**src/rtl/id_pkg.sv**
```systemverilog
// Shared decode definitions for the instruction-decode stage.
// Holds opcode constants, instruction class encoding, ctrl bit indices
// and helper functions for class lookup, ctrl vector and rd-write test.
package id_pkg;

  localparam int W_OP   = 7;
  localparam int W_CTRL = 7;

  localparam logic [W_OP-1:0] OP_ADD     = 7'b0000000;
  localparam logic [W_OP-1:0] OP_INTE_NW = 7'b0000100;  // inte op that leaves rd untouched
  localparam logic [W_OP-1:0] OP_LD      = 7'b0011000;
  localparam logic [W_OP-1:0] OP_ST      = 7'b0011001;

  // ctrl_o = {inte, logic, shift, ld, st, br, und}
  localparam int CTRL_INTE  = 6;
  localparam int CTRL_LOGIC = 5;
  localparam int CTRL_SHIFT = 4;
  localparam int CTRL_LD    = 3;
  localparam int CTRL_ST    = 2;
  localparam int CTRL_BR    = 1;
  localparam int CTRL_UND   = 0;

  typedef enum logic [2:0] {
    CL_INTE, CL_LOGIC, CL_SHIFT, CL_SET, CL_LD, CL_ST, CL_BR, CL_UND
  } iclass_t;

  function automatic iclass_t op_class(input logic [W_OP-1:0] op);
    iclass_t c;
    casez (op)
      7'b0000???:                        c = CL_INTE;
      7'b0001000, 7'b0001001, 7'b0001010,
      7'b0001100, 7'b0001101:            c = CL_SHIFT;
      7'b00100??:                        c = CL_LOGIC;
      7'b001011?:                        c = CL_SET;
      OP_LD:                             c = CL_LD;
      OP_ST:                             c = CL_ST;
      7'b00111??:                        c = CL_BR;
      default:                           c = CL_UND;
    endcase
    return c;
  endfunction

  // set class has no ctrl bit of its own
  function automatic logic [W_CTRL-1:0] ctrl_bits(input iclass_t c);
    logic [W_CTRL-1:0] v;
    v = '0;
    case (c)
      CL_INTE:  v[CTRL_INTE]  = 1'b1;
      CL_LOGIC: v[CTRL_LOGIC] = 1'b1;
      CL_SHIFT: v[CTRL_SHIFT] = 1'b1;
      CL_LD:    v[CTRL_LD]    = 1'b1;
      CL_ST:    v[CTRL_ST]    = 1'b1;
      CL_BR:    v[CTRL_BR]    = 1'b1;
      CL_UND:   v[CTRL_UND]   = 1'b1;
      default:  v = '0;
    endcase
    return v;
  endfunction

  function automatic logic writes_rd(input logic [W_OP-1:0] op, input iclass_t c);
    case (c)
      CL_INTE:                    return op != OP_INTE_NW;
      CL_SHIFT, CL_LOGIC, CL_SET,
      CL_LD:                      return 1'b1;
      default:                    return 1'b0;
    endcase
  endfunction

endpackage

```
**src/rtl/regfile_scb.sv**
```systemverilog
// Register file with per-register busy scoreboard.
// Ports: two read ports (ra_a/ra_b -> rdata_a/rdata_b, busy_a/busy_b),
// one write port (we/wa/wdata, which also clears busy), a busy-set port
// (set_en/set_r) and an extra busy-clear port (clr_en/clr_r).
// A write in the same cycle as a read is bypassed to the read data and
// masks the busy bit; a set on the written register wins over the clear.
module regfile_scb
  import id_pkg::*;
#(
  parameter int W_DATA  = 32,
  parameter int N_REG   = 16,
  parameter int W_RADDR = $clog2(N_REG)
) (
  input  logic               clk,
  input  logic               rst,
  input  logic [W_RADDR-1:0] ra_a,
  input  logic [W_RADDR-1:0] ra_b,
  output logic [W_DATA-1:0]  rdata_a,
  output logic [W_DATA-1:0]  rdata_b,
  output logic               busy_a,
  output logic               busy_b,
  input  logic               we,
  input  logic [W_RADDR-1:0] wa,
  input  logic [W_DATA-1:0]  wdata,
  input  logic               set_en,
  input  logic [W_RADDR-1:0] set_r,
  input  logic               clr_en,
  input  logic [W_RADDR-1:0] clr_r
);

  logic [N_REG-1:0][W_DATA-1:0] rf;
  logic [N_REG-1:0]             busy;

  logic hit_a, hit_b;
  assign hit_a   = we && (wa == ra_a);
  assign hit_b   = we && (wa == ra_b);
  assign rdata_a = hit_a ? wdata : rf[ra_a];
  assign rdata_b = hit_b ? wdata : rf[ra_b];
  assign busy_a  = busy[ra_a] & ~hit_a;
  assign busy_b  = busy[ra_b] & ~hit_b;

  always_ff @(posedge clk or negedge rst) begin
    if (!rst) begin
      rf   <= '0;
      busy <= '0;
    end else begin
      for (int i = 0; i < N_REG; i++) begin
        if (we && wa == W_RADDR'(i))
          rf[i] <= wdata;
        if (set_en && set_r == W_RADDR'(i))
          busy[i] <= 1'b1;
        else if ((we && wa == W_RADDR'(i)) || (clr_en && clr_r == W_RADDR'(i)))
          busy[i] <= 1'b0;
      end
    end
  end

endmodule

```
**src/rtl/id_pipe.sv**
```systemverilog
// Instruction decode stage: decodes class/immediate, reads operands with
// write-back bypass, stalls on scoreboard hazards and presents a one-deep
// valid/ready output bundle to execute.
// Ports: in_valid/in_ready/inst_i/pc_value_i from fetch; wb_i/wb_r_i/
// wb_data_i write-back; flush_i kill; out_valid/out_ready handshake with
// ctrl_o, rd/rs/imm values, immf_o, pc_value_o, opcode_o, rd_addr_o;
// stall_o = in_valid & ~in_ready.
module id_pipe
  import id_pkg::*;
#(
  parameter int W_DATA  = 32,
  parameter int N_REG   = 16,
  parameter int W_RADDR = $clog2(N_REG),
  parameter int W_PC    = 16
) (
  input  logic               clk,
  input  logic               rst,
  input  logic               in_valid,
  output logic               in_ready,
  input  logic [31:0]        inst_i,
  input  logic [W_PC-1:0]    pc_value_i,
  input  logic               wb_i,
  input  logic [W_RADDR-1:0] wb_r_i,
  input  logic [W_DATA-1:0]  wb_data_i,
  input  logic               flush_i,
  output logic               out_valid,
  input  logic               out_ready,
  output logic [W_CTRL-1:0]  ctrl_o,
  output logic [W_DATA-1:0]  rd_value_o,
  output logic [W_DATA-1:0]  rs_value_o,
  output logic [W_DATA-1:0]  imm_value_o,
  output logic               immf_o,
  output logic [W_PC-1:0]    pc_value_o,
  output logic [W_OP-1:0]    opcode_o,
  output logic [W_RADDR-1:0] rd_addr_o,
  output logic               stall_o
);

  logic [W_OP-1:0]    op;
  logic [W_RADDR-1:0] rd, rs;
  logic [15:0]        imm;
  iclass_t            cls;
  logic               wr, hazard, issue, out_wr;
  logic [W_DATA-1:0]  imm_ext, rd_val, rs_val;
  logic               busy_rd, busy_rs;

  assign op  = inst_i[31:25];
  assign rd  = W_RADDR'(inst_i[23:20]);
  assign rs  = W_RADDR'(inst_i[19:16]);
  assign imm = inst_i[15:0];
  assign cls = op_class(op);
  assign wr  = writes_rd(op, cls);

  assign imm_ext = (cls == CL_SHIFT) ? {{(W_DATA-16){1'b0}}, imm}
                                     : {{(W_DATA-16){imm[15]}}, imm};

  // rd is checked as a source too, so WAW and RAW both stall
  assign hazard   = busy_rd | busy_rs;
  assign in_ready = ~flush_i & ~hazard & (~out_valid | out_ready);
  assign issue    = in_valid & in_ready;
  assign stall_o  = in_valid & ~in_ready;

  regfile_scb #(.W_DATA(W_DATA), .N_REG(N_REG), .W_RADDR(W_RADDR)) u_rf (
    .clk     (clk),
    .rst     (rst),
    .ra_a    (rd),
    .ra_b    (rs),
    .rdata_a (rd_val),
    .rdata_b (rs_val),
    .busy_a  (busy_rd),
    .busy_b  (busy_rs),
    .we      (wb_i),
    .wa      (wb_r_i),
    .wdata   (wb_data_i),
    .set_en  (issue & wr),
    .set_r   (rd),
    // a flushed bundle never writes back, so release its destination
    .clr_en  (flush_i & out_valid & out_wr),
    .clr_r   (rd_addr_o)
  );

  always_ff @(posedge clk or negedge rst) begin
    if (!rst) begin
      out_valid   <= 1'b0;
      out_wr      <= 1'b0;
      ctrl_o      <= '0;
      rd_value_o  <= '0;
      rs_value_o  <= '0;
      imm_value_o <= '0;
      immf_o      <= 1'b0;
      pc_value_o  <= '0;
      opcode_o    <= '0;
      rd_addr_o   <= '0;
    end else if (issue) begin
      out_valid   <= 1'b1;
      out_wr      <= wr;
      ctrl_o      <= ctrl_bits(cls);
      rd_value_o  <= rd_val;
      rs_value_o  <= rs_val;
      imm_value_o <= imm_ext;
      immf_o      <= inst_i[24];
      pc_value_o  <= pc_value_i;
      opcode_o    <= op;
      rd_addr_o   <= rd;
    end else if (flush_i || out_ready) begin
      out_valid   <= 1'b0;
    end
  end

endmodule

```
**config.mk**
```make
export PLATFORM = sky130hd
export DESIGN_NAME = id_pipe
export DESIGN_NICKNAME = d
export VERILOG_FILES = /design/src/rtl/id_pkg.sv /design/src/rtl/regfile_scb.sv /design/src/rtl/id_pipe.sv
export SDC_FILE = /design/constraint.sdc
export NUM_CORES = 1
export LEC_CHECK = 0
export ABC_CLOCK_PERIOD_IN_PS = 8500
export BUFFER_PORTS_ARGS = -buffer_cell sky130_fd_sc_hd__buf_4
export CAP_MARGIN = 10
export CORE_UTILIZATION = 30
export CTS_CLUSTER_SIZE = 20
export DETAILED_ROUTE_END_ITERATION = 12
export HOLD_SLACK_MARGIN = 0.06
export PLACE_DENSITY_LB_ADDON = 0.1
export REMOVE_ABC_BUFFERS = 1
export SYNTH_ARGS = -nofsm -noshare
export SYNTH_HDL_FRONTEND = slang
export SYNTH_HIERARCHICAL = 1
export SYNTH_SLANG_ARGS = --single-unit
export TNS_END_PERCENT = 20
```
**constraint.sdc**
```tcl
create_clock -name clk -period 8.5 [get_ports clk]
set_input_delay 0.85 -clock clk [delete_from_list [all_inputs] [get_ports clk]]
set_output_delay 0.85 -clock clk [all_outputs]
set_load 0.01 [all_outputs]
```
# After elaboration in Yosys (flattened, before gate mapping)
# Cells that the tools add are included.
# totals
in_bits,90
rom_bits,0
latchBits,0
n_memories,0
word_cells,271
output_inout_bits,134
register_bits,661
ram_bits,0
# classes
add_sub_neg,0
div,0
n_shift,0
eq_ne,65
reduce_logical,91
multipliers,0
n_mux,54
n_bitwise,17
n_lt_le_gt_ge,2
# ops
cell,count
binary-select mux 32 bit (select 4 bit),2
two-way mux 32 bit,5
"== test 4 bit, second input constant",24
logical AND 1 bit,50
"== test 4 x 3 -> 1 bit, second input constant",12
two-way mux 1 bit,43
"== test 7 x 4 -> 1 bit, second input constant",5
nonzero test 2 bit,17
"== test 4 x 2 -> 1 bit, second input constant",6
one-hot mux 3 bit (7 select lines),1
logical OR 1 bit,17
logical NOT 4 bit,4
"== test 7 x 5 -> 1 bit, second input constant",2
"== test 3 bit, second input constant",4
"== test 4 x 1 -> 1 bit, second input constant",3
"== test 5 x 3 -> 1 bit, second input constant",2
"less-than comparator 4 x 5 -> 1 bit, second input constant",2
bitwise AND 1 bit,9
binary-select mux 1 bit (select 4 bit),2
== test 4 bit,2
"inequality test 7 x 3 -> 1 bit, second input constant",1
"== test 3 x 2 -> 1 bit, second input constant",2
"== test 6 x 4 -> 1 bit, second input constant",1
NOT 1 bit,6
other kinds (6),7

# Longest topological paths before layout
# logic_depth
ltp_word,12
depth_mapped,14
depth_no_buf,11

# Modules after synthesis
# The synthesis kept the hierarchy.
# by_module_without_submodules
module,seq_area_each_um2,instances,cells_each,area_each_um2
regfile_scb,13212.7,1,1836,28517.4
id_pipe,2952.8,1,531,4867.2

# Worst setup path after synthesis
# No wires, ideal clock.
# synth_path
path_kind,input port to output port
startpoint,input inst_i[16]
endpoint,output stall_o
arrival_ps,2966
t_required_ps,7650
path_stages,7
path_buffers,2
path_slack_ps,4684
path_cell_list,buf_6 buf_8 mux4_1 mux4_2 nor2b_1 nor4b_1 nor2b_1
# synth_via
elab_chain_cells,10
elab_cells_between_ends,12
cone_classes,eq/ne (1); mux (2); bitwise (8); reduce/logical (1)
# synth_rtl
item,line_no,source
from (decl),id_pipe.sv:20,"input logic [31:0] inst_i,"
"parallel branches: the longest is 3 deep, another holds binary-select mux 1 bit (select 4 bit)",n/a,
bitwise AND 1 bit *,regfile_scb.sv:40,assign busy_b = busy[ra_b] & ~hit_b;
via busy_rs,id_pipe.sv:45,"logic busy_rd, busy_rs;"
OR 1 bit *,id_pipe.sv:58,assign hazard = busy_rd | busy_rs;
NOT 1 bit *,id_pipe.sv:59,assign in_ready = ~flush_i & ~hazard & (~out_valid | out_ready);
bitwise AND 1 bit * (2 in a row),id_pipe.sv:59,
via in_ready,id_pipe.sv:19,"output logic in_ready,"
NOT 1 bit *,id_pipe.sv:61,assign stall_o = in_valid & ~in_ready;
bitwise AND 1 bit *,id_pipe.sv:61,
to (decl),id_pipe.sv:36,output logic stall_o
# Mark *: on every way through the listed nets, which the timed path passes. The select of a mux whose other input is x is not followed.

# Worst setup path after layout
# layout_path
startpoint,input inst_i[16]
endpoint,register ctrl_o[4]
# layout_via
elab_chain_cells,9
elab_cells_between_ends,11
cone_classes,eq/ne (1); mux (2); bitwise (7); reduce/logical (1)
# layout_rtl
item,line_no,source
"parallel branches: the longest is 3 deep, another holds binary-select mux 1 bit (select 4 bit)",n/a,
bitwise AND 1 bit *,regfile_scb.sv:40,
via busy_rs,id_pipe.sv:45,
OR 1 bit *,id_pipe.sv:58,
NOT 1 bit *,id_pipe.sv:59,
bitwise AND 1 bit * (2 in a row),id_pipe.sv:59,
bitwise AND 1 bit *,id_pipe.sv:60,assign issue = in_valid & in_ready;
to (signal assigned),id_pipe.sv:97,ctrl_o <= ctrl_bits(cls);
to (decl),id_pipe.sv:28,"output logic [W_CTRL-1:0] ctrl_o,"
# Marked as above.
# A chain may end at the register's enable or synchronous reset.

==> results.toml <==
[placed_design]
placed_area_um2 = 36100
portBuffers = 223
place.gp.congestion = 0.746
dp_hpwl_um = 57100

[cts]
worst_skew_pair.late_latency_ns = 0.63
cts_tree = "built"
h-tree-depth = 3
cts_setup_buffers = 0
cts_hold_buf = 0
clock_sinks = 646
cts_max_path_buffers = 3
clk_pin_slew_ns = 0.06
clk_root_buffer_cell = "clkbuf_16"
postCtsResizedCells = 0
cts_buffers = 78

[setup_path]
cp_max_fo = 65
worstPathCellList = "buf_8, mux4_1, mux4_2, nor2b_1, nor4b_2, and2_4, buf_4, mux2_1"
regToRegSetupSlack_ns = 4.58
worst_r2r_startpoint = "u_rf/busy[9]"
path_delay_family = "multiplexers"
crit_cells = 8
slowest_stage = "and2_4"
crit_path_start_kind = "input pin"
reg2reg_depth = 7
path_buf_inv = 2
critPathMaxStageDelay_ns = 0.74
worstPathRequired_ns = 9.01
crit_type = "in -> reg"
critPathCaptureType = "flip-flop"
crit_arrival_ns = 4.85
r2r-end = "ctrl_o[4]"

[logic_synthesis]
synthAdderAreaFrac_pct = 0
async_flop_share_pct = 100
synthSimpleGateAreaFrac_pct = 5.85
synth.cell_area_um2 = 33400
yosysTopAreaCell = "dfrtp_1"
synth_top_family_by_area = "multiplexers"
synth-compound-area-share_pct = 3.72
synthMuxAreaShare_pct = 37.8
yosys_register_bits = 646
synthXorXnorAreaFrac_pct = 0.210
syn-instance-count = 2367
synth_cell_types = 48
netlist.area_leader.share_pct = 48.4
yosysSeqAreaShare_pct = 48.4
avgSynthCellArea_um2 = 14.1
synth_area_leaders = "dfrtp_1, mux2_2, mux4_2"
synthFlopType = "dfrtp_1"
ys_warn_count = 6
synth_edf_count = 0

[global_route]
grt_pass1_wl_um = 159000
grtUsageMet2_pct = 31.4
met3_usage_pct = 3.02
grt_max_degree = 163
met1_usage_pct = 26.3
top_usage_layer = "met2"
grt-ovfl-total = 0
grt_pass1_vias = 22600
track_usage_pct = 19.2
antenna_found_initial = 2

[detailed_routing]
drc = 0
via_count = 21300
wl_per_cell_um = 26.7
drt_iter0_drc = 1324
antenna_left = 0
wl_um = 108000
via_per_inst = 5.29
firstDrtPassIters = 7

[timing]
relSlewSlack_pct = 32.6
hold_violations = 0
fmax_mhz = 230
min_period_ns = 4.34
rsz0062_at_grt = "false"
tightest_slew_ns = 1.01
slew_viol_final = 0
skew_ns = 0.0226
setup_viol = 0
tns_ns = 0
period_share_pct = 51.0

[status]
status = "completed"

[worst_hold_path]
hold_path.class = "in -> async"

[die]
ioPinCount = 224
die_h_um = 336
dieArea_um2 = 113000
fp.coreArea_um2 = 111000
start_util_pct = 30.2
std_cell_rows = 122
die_w_um = 336

[final_layout]
synthToLayoutAreaGrowth_pct = 16.0
diodes = 0
drive_above_1_share_pct = 48.8
postLayoutCellArea_um2 = 38700
nets = 2579
num-fill-cells = 10700
utilization_pct = 35.0

[job]
drv_cap = 0

[power]
powerDensity_nw_per_um2 = 255
peakVddDrop_uv = 122
p_leak_nw = 16.7
-- how the worst max path moves through the flow --
stage                     startpoint        end  slack (ns)
after floorplan           inst_i[18]  ctrl_o[6]        3.47
after global placement    inst_i[16]  ctrl_o[3]        3.45
after detailed placement  inst_i[16]  ctrl_o[3]        3.39
after CTS                 inst_i[16]  ctrl_o[3]        4.06
after global routing      inst_i[16]  ctrl_o[4]        3.88
final                     inst_i[16]  ctrl_o[4]        4.16
-- layout by cell type (no fill, tap or decap), drive strengths merged, types with 4 or more instances in the layout --
master / instances
dfrtp: 646
mux2: 579
nand2: 402
mux4: 268
buf: 267
a22oi: 124
clkbuf: 116
nor2: 21
nor2b: 12
clkinv: 10
a21oi: 8
a22o: 8
a32o: 8
bufinv: 7
nand2b: 7
xor2: 6
o21ai: 5
nor4: 5
inv: 5
a31oi: 4
nand3: 4
-- cell type report --
class	instances	area (um2)	area share [%]
clock buffer	116	2290	5.90
timing repair buffer	267	2060	5.32
clock inverter	20	312	0.804
tap	1488	1860	4.81
multi-input combinational	1494	16000	41.4
sequential	646	16200	41.7
inverter	2	7.51	0.0194
-- through the flow --
step	hold slack (ns)	setup slack (ns)	total power, mW	instances
6_report	0.247	4.16	9.89	4033
5_1_grt	0.281	3.88	10.4	4033
4_1_cts	0.251	4.06	10.0	4033
3_5_place_dp	0.463	3.39	6.54	3897
3_3_place_gp	0.460	3.45	6.45	3897
2_1_floorplan	0.449	3.47	5.63	2142
-- worst reg2reg max path: cells and delay by family, from the launching register on --
kind | cells | cell delay (ns)
and+or+nand+nor | 3 | 1.30
muxes | 3 | 1.39
buffers and inverters | 1 | 0.70
DFF | 1 | 0.42
-- report_power, final --
part           total [mW]  switching (mW)  internal [mW]
Clock                3.42            1.35           2.07
Sequential           4.28           0.494           3.78
Combinational        2.19           0.872           1.31
Total                9.89            2.72           7.17
-- sequential cells by signal, indices dropped and copies added, names as in the netlist --
register     count
opcode_o         7
u_rf/rf        512
u_rf/busy       16
imm_value_o     17
out_valid        1
out_wr           1
rs_value_o      32
rd_value_o      32
ctrl_o           7
pc_value_o      16
rd_addr_o        4
immf_o           1
-- synth_stat cells (3+ instances only) --
library cell / count
nand2b_1: 7
or3_1: 3
buf_4: 27
mux4_2: 252
dfrtp_1: 646
buf_8: 3
a21oi_1: 8
nor3b_1: 3
nor3_1: 3
buf_2: 58
nand2_1: 402
clkbuf_1: 91
a31oi_1: 4
buf_6: 37
buf_1: 9
nor4_1: 3
nand3_1: 4
mux2_2: 577
a22oi_1: 124
xor2_1: 6
a22o_1: 8
o21ai_1: 3
a32o_1: 8
nor2b_1: 12
and3_1: 3
mux4_1: 16
nor2_1: 21
-- routing by layer --
metal | routed length (um) | share of wire (%)
met5 | 27 | 0.025
met4 | 2490 | 2.3
met3 | 4830 | 4.5
met2 | 51700 | 48
met1 | 48400 | 45
-- cells by family after synthesis --
| kind of cell | Yosys count |
|---|---|
| buffers and inverters | 227 |
| AOI/OAI and AO/OA | 165 |
| xor gates and xnor gates | 8 |
| muxes | 847 |
| and+or+nand+nor | 474 |
| DFF | 646 |
No activity file was read; power rests on OpenSTA's default activity.
